--- src/rtl/scan_select.sv ---
// Time-multiplexed channel scanner: prescaled slot timer, masked round-robin
// index, dead-time blanking at slot start, and a hold mode that freezes everything.
module scan_select #(
  parameter int N_CH           = 4,
  parameter int DIV            = 50000,
  parameter int BLANK          = 2,
  parameter int SEL_ACTIVE_LOW = 0
) (
  input  logic                    clk,
  input  logic                    rst,
  input  logic                    en,
  input  logic                    hold,
  input  logic [N_CH-1:0]         mask,
  output logic [N_CH-1:0]         sel,
  output logic [$clog2(N_CH)-1:0] idx,
  output logic                    blank,
  output logic                    step
);

  localparam int IW = $clog2(N_CH);
  localparam int PW = $clog2(DIV);

  localparam logic [PW-1:0]   PRE_LAST = PW'(DIV - 1);
  localparam logic [PW-1:0]   BLANK_W  = PW'(BLANK);
  localparam logic [IW-1:0]   IDX_LAST = IW'(N_CH - 1);
  localparam logic [N_CH-1:0] SEL_IDLE = (SEL_ACTIVE_LOW != 0) ? '1 : '0;
  localparam logic [N_CH-1:0] CH0_BIT  = {1'b1, {(N_CH-1){1'b0}}};

  logic [PW-1:0]   pre_q;
  logic [PW-1:0]   pre_n;
  logic [IW-1:0]   idx_q;
  logic [IW-1:0]   idx_adv;
  logic [IW-1:0]   idx_n;
  logic [IW-1:0]   cand;
  logic            found;
  logic            wrap;
  logic            active;
  logic [N_CH-1:0] sel_n;

  // Search idx+1 .. idx+N_CH-1 cyclically; fall back to idx when nothing else is enabled.
  always_comb begin
    idx_adv = idx_q;
    found   = 1'b0;
    cand    = idx_q;
    for (int unsigned off = 1; off < N_CH; off++) begin
      cand = (cand == IDX_LAST) ? '0 : cand + 1'b1;
      if (!found && mask[cand]) begin
        idx_adv = cand;
        found   = 1'b1;
      end
    end
  end

  always_comb begin
    wrap   = (pre_q == PRE_LAST);
    pre_n  = wrap ? '0 : pre_q + 1'b1;
    idx_n  = wrap ? idx_adv : idx_q;
    active = mask[idx_n] && (pre_n >= BLANK_W);
    // Channel 0 owns the MSB of sel; polarity applied by XOR with the idle level.
    sel_n  = (active ? (CH0_BIT >> idx_n) : '0) ^ SEL_IDLE;
  end

  always_ff @(posedge clk) begin
    if (rst) begin
      pre_q <= '0;
      idx_q <= '0;
      sel   <= SEL_IDLE;
      blank <= 1'b1;
      step  <= 1'b0;
    end else if (!en) begin
      pre_q <= '0;
      sel   <= SEL_IDLE;
      blank <= 1'b1;
      step  <= 1'b0;
    end else if (hold) begin
      step  <= 1'b0;
    end else begin
      pre_q <= pre_n;
      idx_q <= idx_n;
      sel   <= sel_n;
      blank <= !active;
      step  <= wrap;
    end
  end

  assign idx = idx_q;

endmodule

--- config.mk ---
export PLATFORM = sky130hd
export DESIGN_NAME = scan_select
export DESIGN_NICKNAME = d
export VERILOG_FILES = /design/src/rtl/scan_select.sv
export SDC_FILE = /design/constraint.sdc
export NUM_CORES = 1
export LEC_CHECK = 0
export ABC_AREA = 1
export CAP_MARGIN = 20
export CORE_MARGIN = 5
export CORE_UTILIZATION = 37
export CTS_CLUSTER_SIZE = 30
export DETAILED_ROUTE_END_ITERATION = 10
export SLEW_MARGIN = 25
export SYNTH_ARGS = -nofsm -noshare
export SYNTH_HDL_FRONTEND = slang
export SYNTH_SLANG_ARGS = --single-unit
export TNS_END_PERCENT = 30
--- constraint.sdc ---
create_clock -name clk -period 2.41 [get_ports clk]
set_input_delay 0.482 -clock clk [delete_from_list [all_inputs] [get_ports clk]]
set_output_delay 0.482 -clock clk [all_outputs]
set_load 0.03 [all_outputs]
==> results of run 1 <==
==> cells in the final DEF (no fill, tap or decap), types with 2 or more instances in the layout <==
cell and instances:
clkdlybuf4s50_1 15, nor3_2 2, inv_1 26, nor3_1 4
nor2_1 18, nand2_2 4, inv_2 5, a21oi_1 19
nor2_4 2, nor4_1 3, nand3_2 2, nor2_2 3
a21oi_2 5, nand2_4 3, nand3_1 27, clkbuf_8 4
nand2_1 55, a211oi_1 2, o211ai_1 2, buf_4 5
dfxtp_1 23, o21ai_0 23, nand4_1 7, xor2_1 7
==> stage by stage <==
step	total power [µW]	hold slack, ns	util (%)	std cells
after floorplan	579.4	0.5081	-	260
after global routing	967.3	0.5176	44.47	327
after CTS	919.8	0.4880	44.39	327
after detailed placement	638.1	0.4615	43.14	323
after global placement	638.0	0.4555	43.14	323
final	905.0	0.4818	44.47	327
==> per-layer routing <==
layer | wire, µm | part of all wire, % | vias to the layer above
met5 | 0 | 0 | -
met2 | 1783 | 45 | 27
met4 | 48 | 1.2 | 0
met1 | 2016 | 51 | 790
li1 | - | - | 899
met3 | 78 | 2.0 | 4
==> registers in the layout, indices dropped and copies added, names as in the netlist <==
register and cells:
idx 2, step 1, sel 4, pre_q 16, blank 1
==> critical path, stage by stage (launching register included) <==
cell and delay, ns:
dfxtp_2 0.36, ha_2 0.40, inv_1 0.12, nand2_1 0.08, nand2_1 0.05, nand2_1 0.07
nand2_1 0.10, nand3_1 0.08, nand2_1 0.05, nand2_1 0.07, nand3_2 0.12, nand2_4 0.13
nand2_1 0.06, nand2_1 0.07, nand2_1 0.06, nand2_2 0.07, nand2_4 0.08, nand2_1 0.06
nand2_1 0.05
==> synthesized netlist by cell type, drive strengths merged <==
cell type and count:
nand2 62, inv 31, nand3 29, a21oi 24, dfxtp 24, nor2 23, o21ai 23, nand4 7
nor3 7, xor2 7, clkbuf 6, buf 3, nor4 3, a211oi 2, ha 2, o211ai 2
a21boi 1, a21o 1, nand3b 1, o21bai 1, or2 1
==> worst max-delay path by stage <==
stage | from | endpoint | cells past startpoint
2_1_floorplan | idx[0] | blank | 17
3_3_place_gp | mask[3] | blank | 18
3_5_place_dp | mask[3] | blank | 18
4_1_cts | idx[0] | blank | 18
5_1_grt | idx[0] | blank | 17
6_report | idx[0] | blank | 18
==> logic make-up (layout without fill, tap and decap cells) <==
kind of cell,Yosys count,in the layout,share of synthesized area (%)
compound gates,54,54,18.04
xor+xnor,7,7,3.608
fa+ha+maj,2,2,1.473
buf+inv,40,55,9.646
flops,24,24,28.28
simple gates,133,133,38.95
==> final cells by class <==
type                    count  area [µm²]  area share, %
flip-flops and latches     24       481.7          24.54
repair buffers             20       187.7          9.560
inverters                  31       116.4          5.927
well taps                  52       65.06          3.314
clock buffers               4       55.05          2.804
multi-input cells         196        1057          53.86
==> power by group <==
| part | switching, µW | total [µW] | internal, µW |
|---|---|---|---|
| Sequential | 16.6 | 428 | 411 |
| Combinational | 126 | 203 | 76.4 |
| Clock | 129 | 275 | 146 |
==> out/results.txt, run 1 <==
Cell depth of the worst flop-to-flop path = 18
ANT nets after route = 0
Core Box Area = 0.004414 mm²
Met3 Resource Use GR = 1.389%
Sum of net half-perimeters after detailed placement = 3.071 mm
Slew Viols, Final = 0
Capturing element type of the critical path = flip-flop
Outcome = finished, final reports clean
Post-layout net count = 286
Critical Path Start Type = flip-flop
Vias/cell = 5.260
Number of distinct library cells after synthesis = 33
DRC errors left = 0
Total Die Area = 0.006047 mm²
Skew final = 0.001940 ns
Clock Pin Slew Worst Setup and Hold Paths = 0.08 ns
CP Data Arrival Time = 2.33 ns
Crit Path Category = flip-flop to flip-flop
Critical Path RT = 2.58 ns
Reg-to-reg critical path endpoint = blank
Total routed wirelength = 3.926 mm
Number of antenna repair diodes = 0
RSZ-0062 raised after global routing = no
Worst max-slew margin expressed relative to the limit = 75.94%
Worst-path fanout max = 7
Finished layout cell area = 0.001963 mm²
Total of max-cap violations = 0
Period utilization = 89.76%
Top-area cell type share of the netlist area = 28.28%
Routability cong. = 0.8571
Worst slack after detailed placement = 0.03285 ns
Detailed router's first-iteration violation count = 79
Top-Level Pins = 16
First-pass DRT Iterations = 4
Lkg Pwr = 0.0008253 µW
GR Util All Layers = 13.45%
Area overhead of the layout relative to synthesis = 15.54%
Number of cells on the worst hold path = 2
Site Rows = 24
Final setup fails = 0
Class of the tightest hold or removal check = flip-flop to flip-flop
Number of nets produced by synthesis = 270
Vias = 1720
Clock root buffer = clkbuf_8
Max Clock Freq = 0.4623 GHz
Total standard cell area after synthesis = 0.001699 mm²
GRT Residual Overflow = 0
Clock latency of the later-clocked register in the worst-skew pair = 0.26 ns
Number of global-route vias before repair = 1531
Most area-hungry cell type in the Yosys netlist = dfxtp_1
Fin worst setup slack = 0.2467 ns
Reg2reg setup slack = 0.25 ns
Hold Fails Final Rpt = 0
Clock net sink count = 24
Number of buffers added to fix hold violations after cts = 0
Shortest clock period the worst path allows after layout = 2.163 ns
TritonCTS clock tree = done
PostCTS Resize Cnt = 0
Routed wire per std cell = 12.01 µm
Initial Utilization = 38.49%
Number of levels in the clock H-tree = 1
Met2 usage = 21.04%
Fraction of final layout cells sized beyond drive strength 1 = 14.18%
GR peak layer = met2
Post-Synthesis Cells = 260
Total negative slack = 0 ns
Pin slew with the least headroom to its limit = 0.3609 ns
Number of synthesis warnings = 0
Fill count = 478
Seq/Total Area, Yosys = 28.28%
Clock Tree Buf Depth = 2
Pin count of the biggest net entering global routing = 40
Top cells by area in the synthesized netlist = dfxtp_1 (28%), nand2_1 (12%), nand3_1 (8.0%)
Power density of the placed cells = 461.0 mW/mm²
Reg2Reg Launch Point = idx[0]
Largest vdd supply drop = 0.2632 mV
Die width = 77.77 µm
Number of buffers created by CTS = 3
Count of input and output buffers = 15
Worst hold path endpoint = blank
Standard cell area after detailed placement = 0.001904 mm²
Synthesized area per cell = 6.535 µm²
Antenna violations before repair = 0
Met1 Use GR = 19.09%
Critical hold path startpoint = blank
Register bit count reported by yosys = 24
Global-route wire length before repair = 6.906 mm
Die extent in y = 77.77 µm
Post-CTS Setup Inserts = 0
Note: power is estimated with default switching activity, not from simulation.
==> run 2, diff against run 1 <==
PLACE_DENSITY = 0.56   (was unset)
==> out/results.txt, run 2 (synthesis gave the netlist of run 1 again) <==
DRC errors left = 0 (unchanged)
Worst Path Buf+Inv = 1 (unchanged)
Total routed wirelength = 4.064 mm (+3.5%)
Total negative slack = 0 ns (unchanged)
Pin slew with the least headroom to its limit = 0.3907 ns (+0.02979 ns)
Fill count = 451 (-5.6%)
TritonCTS clock tree = done
Most used cell along the critical path = nand3_1
Skew final = 0.004100 ns (+0.002160 ns)
Routed wire per std cell = 12.35 µm (+2.9%)
Commonest cells after routing, fill and taps aside = nand2_1 (55), nand3_1 (27), inv_1 (26), o21ai_0 (23), dfxtp_1 (23)
Routability cong. = 0.8513 (-0.68%)
Period utilization = 91.57% (+1.8 points)
Hold Fails Final Rpt = 0 (unchanged)
Number of buffers created by CTS = 3 (unchanged)
Sum of net half-perimeters after detailed placement = 3.174 mm (+3.4%)
Die width = 77.77 µm (unchanged)
Global-route wire length before repair = 7.031 mm (+1.8%)
Number of antenna repair diodes = 0 (unchanged)
Outcome = finished, final reports clean
Vias = 1672 (-2.8%)
Lkg Pwr = 0.0008354 µW (+1.2%)
ANT nets after route = 0 (unchanged)
Clock root buffer = clkbuf_8
RSZ-0062 raised after global routing = no
Number of global-route vias before repair = 1559 (+1.8%)
Multi-input gate area = 0.001057 mm² (unchanged)
Sequential standard cell area = 481.7 µm² (unchanged)
Critical hold path startpoint = blank
Vias/cell = 5.082 (-3.4%)
Initial Utilization = 38.49% (unchanged)
Worst max-slew margin expressed relative to the limit = 73.92% (-2.0 points)
Power density of the placed cells = 459.3 mW/mm² (-0.36%)
Clock latency of the later-clocked register in the worst-skew pair = 0.27 ns (about the same)
Worst hold path endpoint = blank
Antenna violations before repair = 0 (unchanged)
Number of flip-flops under the largest register name = 16 (unchanged)
Slowest cell delay on critical path = 0.38 ns (-0.02 ns)
Overall power after layout = 908.6 µW (+0.40%)
Chain of cells forming the critical path = ha_1 -> nand2_1 -> nor2_4 -> inv_2 -> nor2_4 -> nand2_4 -> nand3_1 -> nand3_1 -> nor2_1 -> nand3_1 -> nor2_1 -> nand3_1 -> nand2_4 -> a21oi_2
Class of the tightest hold or removal check = flip-flop to flip-flop
Number of cells on the worst hold path = 2 (unchanged)
Pin count of the biggest net entering global routing = 21 (-48%)
Fraction of final layout cells sized beyond drive strength 1 = 14.80% (+0.62 points)
Reg2reg setup slack = 0.20 ns (-0.04 ns)
GR Util All Layers = 13.70% (+0.25 points)
Shortest clock period the worst path allows after layout = 2.207 ns (+0.04357 ns)
Crit Path Category = flip-flop to flip-flop
CP Data Arrival Time = 2.37 ns (+0.04 ns)
Post-Route Hold Slack = 0.4900 ns (+0.008215 ns)
Die extent in y = 77.77 µm (unchanged)
Detailed router's first-iteration violation count = 76 (-3.8%)
Clock net sink count = 24 (unchanged)
Critical Path Start Type = flip-flop
Reg-to-reg critical path endpoint = sel[1]
Post-layout net count = 288 (+0.70%)
Cell depth of the worst flop-to-flop path = 14 (-4)
Reg2Reg Launch Point = pre_q[1]
Count of input and output buffers = 15 (unchanged)
Total Die Area = 0.006047 mm² (unchanged)
CP max stage cell = dfxtp_1
Largest reg by FF count = pre_q
Core Box Area = 0.004414 mm² (unchanged)
Critical Path RT = 2.57 ns (about the same)
Capturing element type of the critical path = flip-flop
Total of max-cap violations = 0 (unchanged)
Commonest non-fill, non-tap cell in the layout = nand2_1
Max Clock Freq = 0.4531 GHz (-2.0%)
Final setup fails = 0 (unchanged)
Area overhead of the layout relative to synthesis = 16.42%
Clock Tree Buf Depth = 2 (unchanged)
GRT Residual Overflow = 0 (unchanged)
Largest vdd supply drop = 0.2903 mV (+10%)
Top delay family on crit path = simple AND/OR/NAND/NOR gates
Number of levels in the clock H-tree = 1 (unchanged)
First-pass DRT Iterations = 4 (unchanged)
Worst-path fanout max = 10 (+3)
Top-Level Pins = 16 (unchanged)
Slew Viols, Final = 0 (unchanged)
Site Rows = 24 (unchanged)
Clock Pin Slew Worst Setup and Hold Paths = 0.09 ns (about the same)
-- run 2: routing by layer --
layer	vias to the layer above	wire length, µm	global-route usage [%]
li1	903	-	-
met1	749	2165	20.01
met5	-	0	0
met3	4	89	1.736
met4	0	51	4.467
met2	16	1758	20.62
-- run 2: repair_timing --
item	CTS	global route
gates resized for setup	0	2
hold buffers	0	0
buffers inserted	0	0
endpoints found under the hold margin	0	0
endpoints found under the setup margin	0	5
-- run 2: through the flow --
stage	instance area, µm²	cells	setup slack (ns)	utilization, %
finish	1978	329	0.2031	44.81
global route	1978	329	0.03214	44.81
CTS	1974	329	0.1796	44.73
detailed placement	1919	325	0.04882	43.48
global placement	1919	325	0.02244	43.48
floorplan	1699	260	0.2616	-
-- run 2: worst max path at each step --
| stage | startpoint | to | depth (start not counted) |
|---|---|---|---|
| finish | pre_q[1] | sel[1] | 14 |
| global route | idx[0] | blank | 17 |
| CTS | idx[0] | blank | 18 |
| detailed placement | mask[3] | blank | 18 |
| global placement | mask[3] | blank | 18 |
| floorplan | idx[0] | blank | 17 |
-- run 2: final cells by class --
class | count | area share (%)
Multi-Input combinational cell | 196 | 53.45
Sequential cell | 24 | 24.35
Clock buffer | 4 | 2.783
Timing Repair Buffer | 22 | 10.25
Inverter | 31 | 5.882
Tap cell | 52 | 3.289
-- run 2: where the power goes --
group | internal, µW | total (µW) | switching (µW)
clock | 146 | 275 | 129
combinational | 78.4 | 207 | 128
sequential | 411 | 427 | 16.2
total | 635 | 909 | 273
-- run 2: tightest hold or removal path, cell delays in order (launching register included) --
cell	delay, ns
dfxtp_1	0.34
a21oi_1	0.07
nand2_1	0.06
